[src/rtl/ahblite_timer_if.sv]
// AHB-lite slave-side bus bundle for the timer peripheral.
// The master modport is the bus/decoder side; the slave modport is the peripheral.
interface ahblite_timer_if;
    logic        HSEL;
    logic [31:0] HADDR;
    logic [1:0]  HTRANS;
    logic [2:0]  HSIZE;
    logic [3:0]  HPROT;
    logic        HWRITE;
    logic [31:0] HWDATA;
    logic        HREADY;
    logic        HREADYOUT;
    logic        HRESP;
    logic [31:0] HRDATA;

    modport master (
        output HSEL, HADDR, HTRANS, HSIZE, HPROT, HWRITE, HWDATA, HREADY,
        input  HREADYOUT, HRESP, HRDATA
    );

    modport slave (
        input  HSEL, HADDR, HTRANS, HSIZE, HPROT, HWRITE, HWDATA, HREADY,
        output HREADYOUT, HRESP, HRDATA
    );
endinterface

[src/rtl/ahblite_timer.sv]
// AHB-lite timer: 32-bit reloading down-counter behind a prescaler, with a
// W1C interrupt flag gated by IE onto a level IRQ. Zero-wait-state slave.
module ahblite_timer #(
    parameter int          PRESC_W    = 8,
    parameter logic [31:0] RESET_LOAD = 32'h0000_0000
) (
    input  logic          HCLK,
    input  logic          HRESET,
    ahblite_timer_if.slave bus,
    output logic          TIMER_IRQ
);
    localparam logic [1:0] A_CTRL    = 2'd0;
    localparam logic [1:0] A_LOAD    = 2'd1;
    localparam logic [1:0] A_VALUE   = 2'd2;
    localparam logic [1:0] A_INTSTAT = 2'd3;

    logic [1:0]         addr_reg;
    logic               wr_reg;
    logic               valid_reg;
    logic               en_reg;
    logic               ie_reg;
    logic [PRESC_W-1:0] presc_reg;
    logic [PRESC_W-1:0] pcnt_reg;
    logic [31:0]        load_reg;
    logic [31:0]        value_reg;
    logic               int_reg;

    logic               addr_hit;
    logic               wr_active;
    logic [3:0]         wr_sel;
    logic               tick;
    logic [31:0]        ctrl_word;
    logic [31:0]        rd_mux;
    logic               unused_bits;

    assign addr_hit  = bus.HSEL & bus.HTRANS[1] & bus.HREADY;
    assign wr_active = valid_reg & wr_reg;

    generate
        for (genvar gi = 0; gi < 4; gi++) begin : g_wr_sel
            assign wr_sel[gi] = wr_active && (addr_reg == 2'(gi));
        end
    endgenerate

    assign tick = en_reg && (pcnt_reg == presc_reg);

    // Address phase: a low HREADY means another slave is stretching the bus.
    always_ff @(posedge HCLK or posedge HRESET) begin
        if (HRESET) begin
            addr_reg  <= 2'd0;
            wr_reg    <= 1'b0;
            valid_reg <= 1'b0;
        end else if (bus.HREADY) begin
            valid_reg <= addr_hit;
            if (addr_hit) begin
                addr_reg <= bus.HADDR[3:2];
                wr_reg   <= bus.HWRITE;
            end
        end
    end

    always_ff @(posedge HCLK or posedge HRESET) begin
        if (HRESET) begin
            en_reg    <= 1'b0;
            ie_reg    <= 1'b0;
            presc_reg <= '0;
            pcnt_reg  <= '0;
        end else begin
            if (wr_sel[A_CTRL]) begin
                en_reg    <= bus.HWDATA[0];
                ie_reg    <= bus.HWDATA[1];
                presc_reg <= bus.HWDATA[8 +: PRESC_W];
            end
            // Held at zero while disabled so re-enabling starts a full period.
            if (!en_reg || tick) begin
                pcnt_reg <= '0;
            end else begin
                pcnt_reg <= pcnt_reg + PRESC_W'(1);
            end
        end
    end

    // A LOAD write also lands in VALUE and beats any tick on the same edge.
    always_ff @(posedge HCLK or posedge HRESET) begin
        if (HRESET) begin
            load_reg  <= RESET_LOAD;
            value_reg <= RESET_LOAD;
        end else begin
            if (wr_sel[A_LOAD]) begin
                load_reg  <= bus.HWDATA;
                value_reg <= bus.HWDATA;
            end else if (tick) begin
                value_reg <= (value_reg == 32'd0) ? load_reg : value_reg - 32'd1;
            end
        end
    end

    // Setting on a reload takes priority over a simultaneous W1C.
    always_ff @(posedge HCLK or posedge HRESET) begin
        if (HRESET) begin
            int_reg <= 1'b0;
        end else if (tick && (value_reg == 32'd0)) begin
            int_reg <= 1'b1;
        end else if (wr_sel[A_INTSTAT] && bus.HWDATA[0]) begin
            int_reg <= 1'b0;
        end
    end

    always_comb begin
        ctrl_word                 = '0;
        ctrl_word[0]              = en_reg;
        ctrl_word[1]              = ie_reg;
        ctrl_word[8 +: PRESC_W]   = presc_reg;
        rd_mux                    = '0;
        case (addr_reg)
            A_CTRL:    rd_mux = ctrl_word;
            A_LOAD:    rd_mux = load_reg;
            A_VALUE:   rd_mux = value_reg;
            A_INTSTAT: rd_mux = {31'd0, int_reg};
            default:   rd_mux = '0;
        endcase
    end

    assign bus.HRDATA    = (valid_reg && !wr_reg) ? rd_mux : 32'd0;
    assign bus.HREADYOUT = 1'b1;
    assign bus.HRESP     = 1'b0;
    assign TIMER_IRQ     = int_reg & ie_reg;

    assign unused_bits = ^{bus.HSIZE, bus.HPROT, bus.HADDR[31:4], bus.HADDR[1:0],
                           bus.HTRANS[0], bus.HWDATA[31:8+PRESC_W], bus.HWDATA[7:2]};
endmodule

[src/flat_wrapper.sv]
// flat-port wrapper written by rule: the top's interface ports become plain ports
module ahblite_timer_flat 
#(
    parameter int          PRESC_W    = 8,
    parameter logic [31:0] RESET_LOAD = 32'h0000_0000
)
  (HCLK, HRESET, TIMER_IRQ, bus_HSEL, bus_HADDR, bus_HTRANS, bus_HSIZE, bus_HPROT, bus_HWRITE, bus_HWDATA, bus_HREADY, bus_HREADYOUT, bus_HRESP, bus_HRDATA);
  ahblite_timer_if bus_i ();
  input  logic HCLK;
  input  logic HRESET;
  output logic TIMER_IRQ;
  input wire logic [$bits(bus_i.HSEL)-1:0] bus_HSEL;
  input wire logic [$bits(bus_i.HADDR)-1:0] bus_HADDR;
  input wire logic [$bits(bus_i.HTRANS)-1:0] bus_HTRANS;
  input wire logic [$bits(bus_i.HSIZE)-1:0] bus_HSIZE;
  input wire logic [$bits(bus_i.HPROT)-1:0] bus_HPROT;
  input wire logic [$bits(bus_i.HWRITE)-1:0] bus_HWRITE;
  input wire logic [$bits(bus_i.HWDATA)-1:0] bus_HWDATA;
  input wire logic [$bits(bus_i.HREADY)-1:0] bus_HREADY;
  output wire logic [$bits(bus_i.HREADYOUT)-1:0] bus_HREADYOUT;
  output wire logic [$bits(bus_i.HRESP)-1:0] bus_HRESP;
  output wire logic [$bits(bus_i.HRDATA)-1:0] bus_HRDATA;
  assign bus_i.HSEL = bus_HSEL;
  assign bus_i.HADDR = bus_HADDR;
  assign bus_i.HTRANS = bus_HTRANS;
  assign bus_i.HSIZE = bus_HSIZE;
  assign bus_i.HPROT = bus_HPROT;
  assign bus_i.HWRITE = bus_HWRITE;
  assign bus_i.HWDATA = bus_HWDATA;
  assign bus_i.HREADY = bus_HREADY;
  assign bus_HREADYOUT = bus_i.HREADYOUT;
  assign bus_HRESP = bus_i.HRESP;
  assign bus_HRDATA = bus_i.HRDATA;
  ahblite_timer #(.PRESC_W(PRESC_W), .RESET_LOAD(RESET_LOAD)) u_core (.HCLK(HCLK), .HRESET(HRESET), .bus(bus_i), .TIMER_IRQ(TIMER_IRQ));
endmodule
[config.mk]
export PLATFORM = sky130hd
export DESIGN_NAME = ahblite_timer_flat
export DESIGN_NICKNAME = d
export VERILOG_FILES = /design/src/rtl/ahblite_timer_if.sv /design/src/rtl/ahblite_timer.sv /design/src/flat_wrapper.sv
export SDC_FILE = /design/constraint.sdc
export NUM_CORES = 1
export LEC_CHECK = 0
export CAP_MARGIN = 30
export CELL_PAD_IN_SITES_DETAIL_PLACEMENT = 1
export CELL_PAD_IN_SITES_GLOBAL_PLACEMENT = 1
export CORE_ASPECT_RATIO = 1.2
export CORE_MARGIN = 8
export CORE_UTILIZATION = 41
export DETAILED_ROUTE_END_ITERATION = 10
export PLACE_DENSITY = 0.89
export SYNTH_ARGS = -nofsm -noshare
export SYNTH_HDL_FRONTEND = slang
export SYNTH_SLANG_ARGS = --single-unit
[constraint.sdc]
create_clock -name HCLK -period 4.1 [get_ports HCLK]
set_input_delay 0.82 -clock HCLK [delete_from_list [all_inputs] [get_ports HCLK]]
set_output_delay 0.82 -clock HCLK [all_outputs]
set_load 0.02 [all_outputs]
==> flow_summary.toml <==
[yosys]
synth_adder_area_share_pct = 0.7074
netlist_instances = 619
synth_top_cells_by_area = "dfrtp_1, nand2_1, nor2_1, a22oi_1, o21ai_0"
synth-edff-count = 0
post-synth-top-area-cell = "dfrtp_1"
yosys_warnings = 0
synthMostInstantiatedCell = "nand2_1"
synth_xor_area_share_pct = 3.466
synth.mux.area_fraction_pct = 5.258
synth_seq_area_share_pct = 41.03
post_synthesis_simple_gate_area_fraction_pct = 25.96
synth_ff_type = "dfrtp_1"
combinational_family_with_the_most_area_after_synthesis = "simple AND/OR/NAND/NOR gates"
synthDistinctLibCells = 63
fraction_of_synthesized_cell_area_taken_by_the_top_area_cell_type_pct = 41.03
synth_compound_area_share_pct = 18.72
async_reset_ff_share_pct = 100.0
mappedNetlistArea_um2 = 5306
synth_top_cells_by_count = "nand2_1, dfrtp_1, nor2_1"
net_count_synth = 700
postSynthRegisterBits = 87
post_synth.cell_area_avg_um2 = 8.572

[global_route]
grt_overflow_total = 0
grt_start_max_net_pins = 55
groute.usage.overall_pct = 21.24
global_route_wire_length_before_repair_mm = 28.76
grt_antenna_before_repair = 0
grt_pass1_vias = 5561

[routing]
route.detailed.vias_per_inst = 6.020
finalWirelength_mm = 17.62
wl_per_cell_um = 20.97
route.antenna.remaining_nets = 0
first_iter_violations = 302
drc = 0
routed-via-count = 5057
drtPass1Iterations = 5

[sta]
grt_setup_unrepaired = "no"
min_period_ps = 3341
hold_violations = 0
setup-violations-final = 0
fin_setup_tns_ps = 0
finClkSkew_ps = 10.42
layout_setup_ws_ps = 758.9
layout_worst_path_cycle_share_pct = 81.49
slew_violations = 0
timing.slew.headroom_pct = 30.05
worst_slew_pin_slew_ps = 1049
fmaxAchievable_mhz = 299.3

[floorplan]
top_level_ports = 113
start_util_pct = 41.89
row_count = 45
area_of_the_placeable_core_um2 = 12670
fp.dieArea_um2 = 16850
fp.dieW_um = 119.9
dieHeight_um = 140.6

[worst_setup_path]
worstReg2RegStart = "u_core.addr_reg[0]"
path_class = "reg2reg"
critical_path.startpoint = "u_core.addr_reg[0]"
critical_path.cell_chain = "buf_4 -> nor2b_1 -> buf_4 -> nand3_1 -> nand4_1 -> o21ai_0 -> a22o_1"
worst-path-buf-inv = 2
cp.required_ps = 4350
worst_path_dominant_cell_family = "simple AND/OR/NAND/NOR gates"
critical_path.max_stage_delay_ps = 950
cp_max_fo = 24
critical_path_arrival_ps = 3590
crit_path_end_kind = "flip-flop"
cpMostUsedCell = "buf_4"
timing.critical_path.slowest_stage_cell = "nand4_1"
setup.worst_path.start_class = "flip-flop"

[finish]
final_cell_area_um2 = 6456
multi_input_gate_area_um2 = 2885
fill_cells = 1491
drive_gt1_share_pct = 9.911
number_of_antenna_cells_inserted = 0
layout.nets = 752
total_area_of_sequential_cells_um2 = 2177
areaGrowthSynthToFinish_pct = 21.67

[placement]
dpl-instance-area_um2 = 6125
dp_hpwl_mm = 12.41
place.gp.congestion = 0.9023
placement.io_buffers = 72
dp_slack_ps = 890.0

[pwr]
power.static_leakage_nw = 2.658
maximum_vdd_drop_mv = 0.2040
switching_share_pct = 39.90
power_frac_comb_pct = 32.3
clock_share_of_power_pct = 23.3
intPower_mw = 2.238
power_density_nw_per_um2 = 576.6
power.sequential.fraction_pct = 44.3
switchingPower_mw = 1.485

[job]
timing.max_cap.violations = 0

[min_path]
hold_path.startpoint = "u_core.load_reg[5]"
min-delay-path-class = "reg2reg"

[clock_network]
cts-hold-fix-buffers = 0
numClockSinks = 87
clkTransAtPathRegs_ps = 60
clk-insertion-delay-late_ps = 360
cts.repair.resized = 0
tritoncts = "built"
cts_inserted_buffers = 9
post_cts_setup_bufs = 0
number_of_h_tree_levels = 3
cts_root_buffer = "clkbuf_16"
cts_buffer_depth = 2

[run_status]
run_status = "complete, no violations"
[worst min-delay path: stages, from the launching register on]
cell and delay [ps]:
dfrtp_1 350, nand2_1 60, nand2_1 60
[cells by family after synthesis]
group	count (synthesis)
compound gates	147
xor+xnor	21
fa+ha+maj	3
buf+inv	55
flops	87
mux	25
other cells	2
simple gates	279
[power groups by stage]
stage               Sequential, mW  Clock, mW  Combinational, mW
finish                        1.65      0.869               1.20
detailed placement            1.65          0               1.19
CTS                           1.64      0.875               1.21
global placement              1.61          0               1.11
floorplan                     1.47          0              0.909
global route                  1.70      0.904               1.34
[per-layer routing]
layer / up-vias / GRT usage [%] / share of wire [%]
met5: - / 0 / 0
met4: 0 / 9.025 / 2.0
met3: 29 / 4.155 / 5.1
met2: 160 / 36.68 / 51
met1: 2574 / 25.13 / 42
li1: 2294 / - / -
[placed cells by master (no fill, tap or decap), drive strengths merged, types with 11 or more instances in the layout]
cell type      netlist  layout
a21oi               29      29
nor2                76      76
mux2                13      13
a22oi               24      24
nor3                16      16
o21ai               34      34
nor4                16      16
nand2              119     119
mux2i               11      11
clkdlybuf4s50        0      72
inv                 10      12
dfrtp               87      87
buf                 19      14
xor2                15      15
[path summary, 6_finish.rpt]
path | end | slack [ps] | depth (start not counted)
min in group asynchronous | u_core.int_reg | 650 | 2
hold reg to reg | u_core.load_reg[5] | 510 | 2
hold / removal | u_core.load_reg[5] | 510 | 2
setup / recovery | u_core.value_reg[19] | 760 | 7
max in group asynchronous | u_core.load_reg[28] | 2670 | 4
setup reg to reg | u_core.value_reg[19] | 760 | 7
[layout make-up]
| class | instances | share of cell area (%) |
|---|---|---|
| Clock buffer | 9 | 3.488 |
| Clock inverter | 7 | 1.221 |
| Inverter | 10 | 0.6008 |
| Multi-Input combinational cell | 477 | 44.69 |
| Sequential cell | 87 | 33.72 |
| Tap cell | 164 | 3.178 |
| Timing Repair Buffer | 86 | 13.10 |
[per-stage QoR]
| stage | utilization, % | hold slack (ps) | power (mW) | std cells |
|---|---|---|---|---|
| detailed placement | 48.35 | 493.1 | 2.842 | 823 |
| finish | 50.96 | 507.0 | 3.723 | 840 |
| CTS | 50.75 | 507.7 | 3.723 | 839 |
| global placement | 48.35 | 474.1 | 2.725 | 823 |
| floorplan | - | 459.6 | 2.377 | 619 |
| global route | 50.96 | 548.2 | 3.940 | 840 |
(Power assumes the default switching activity.)
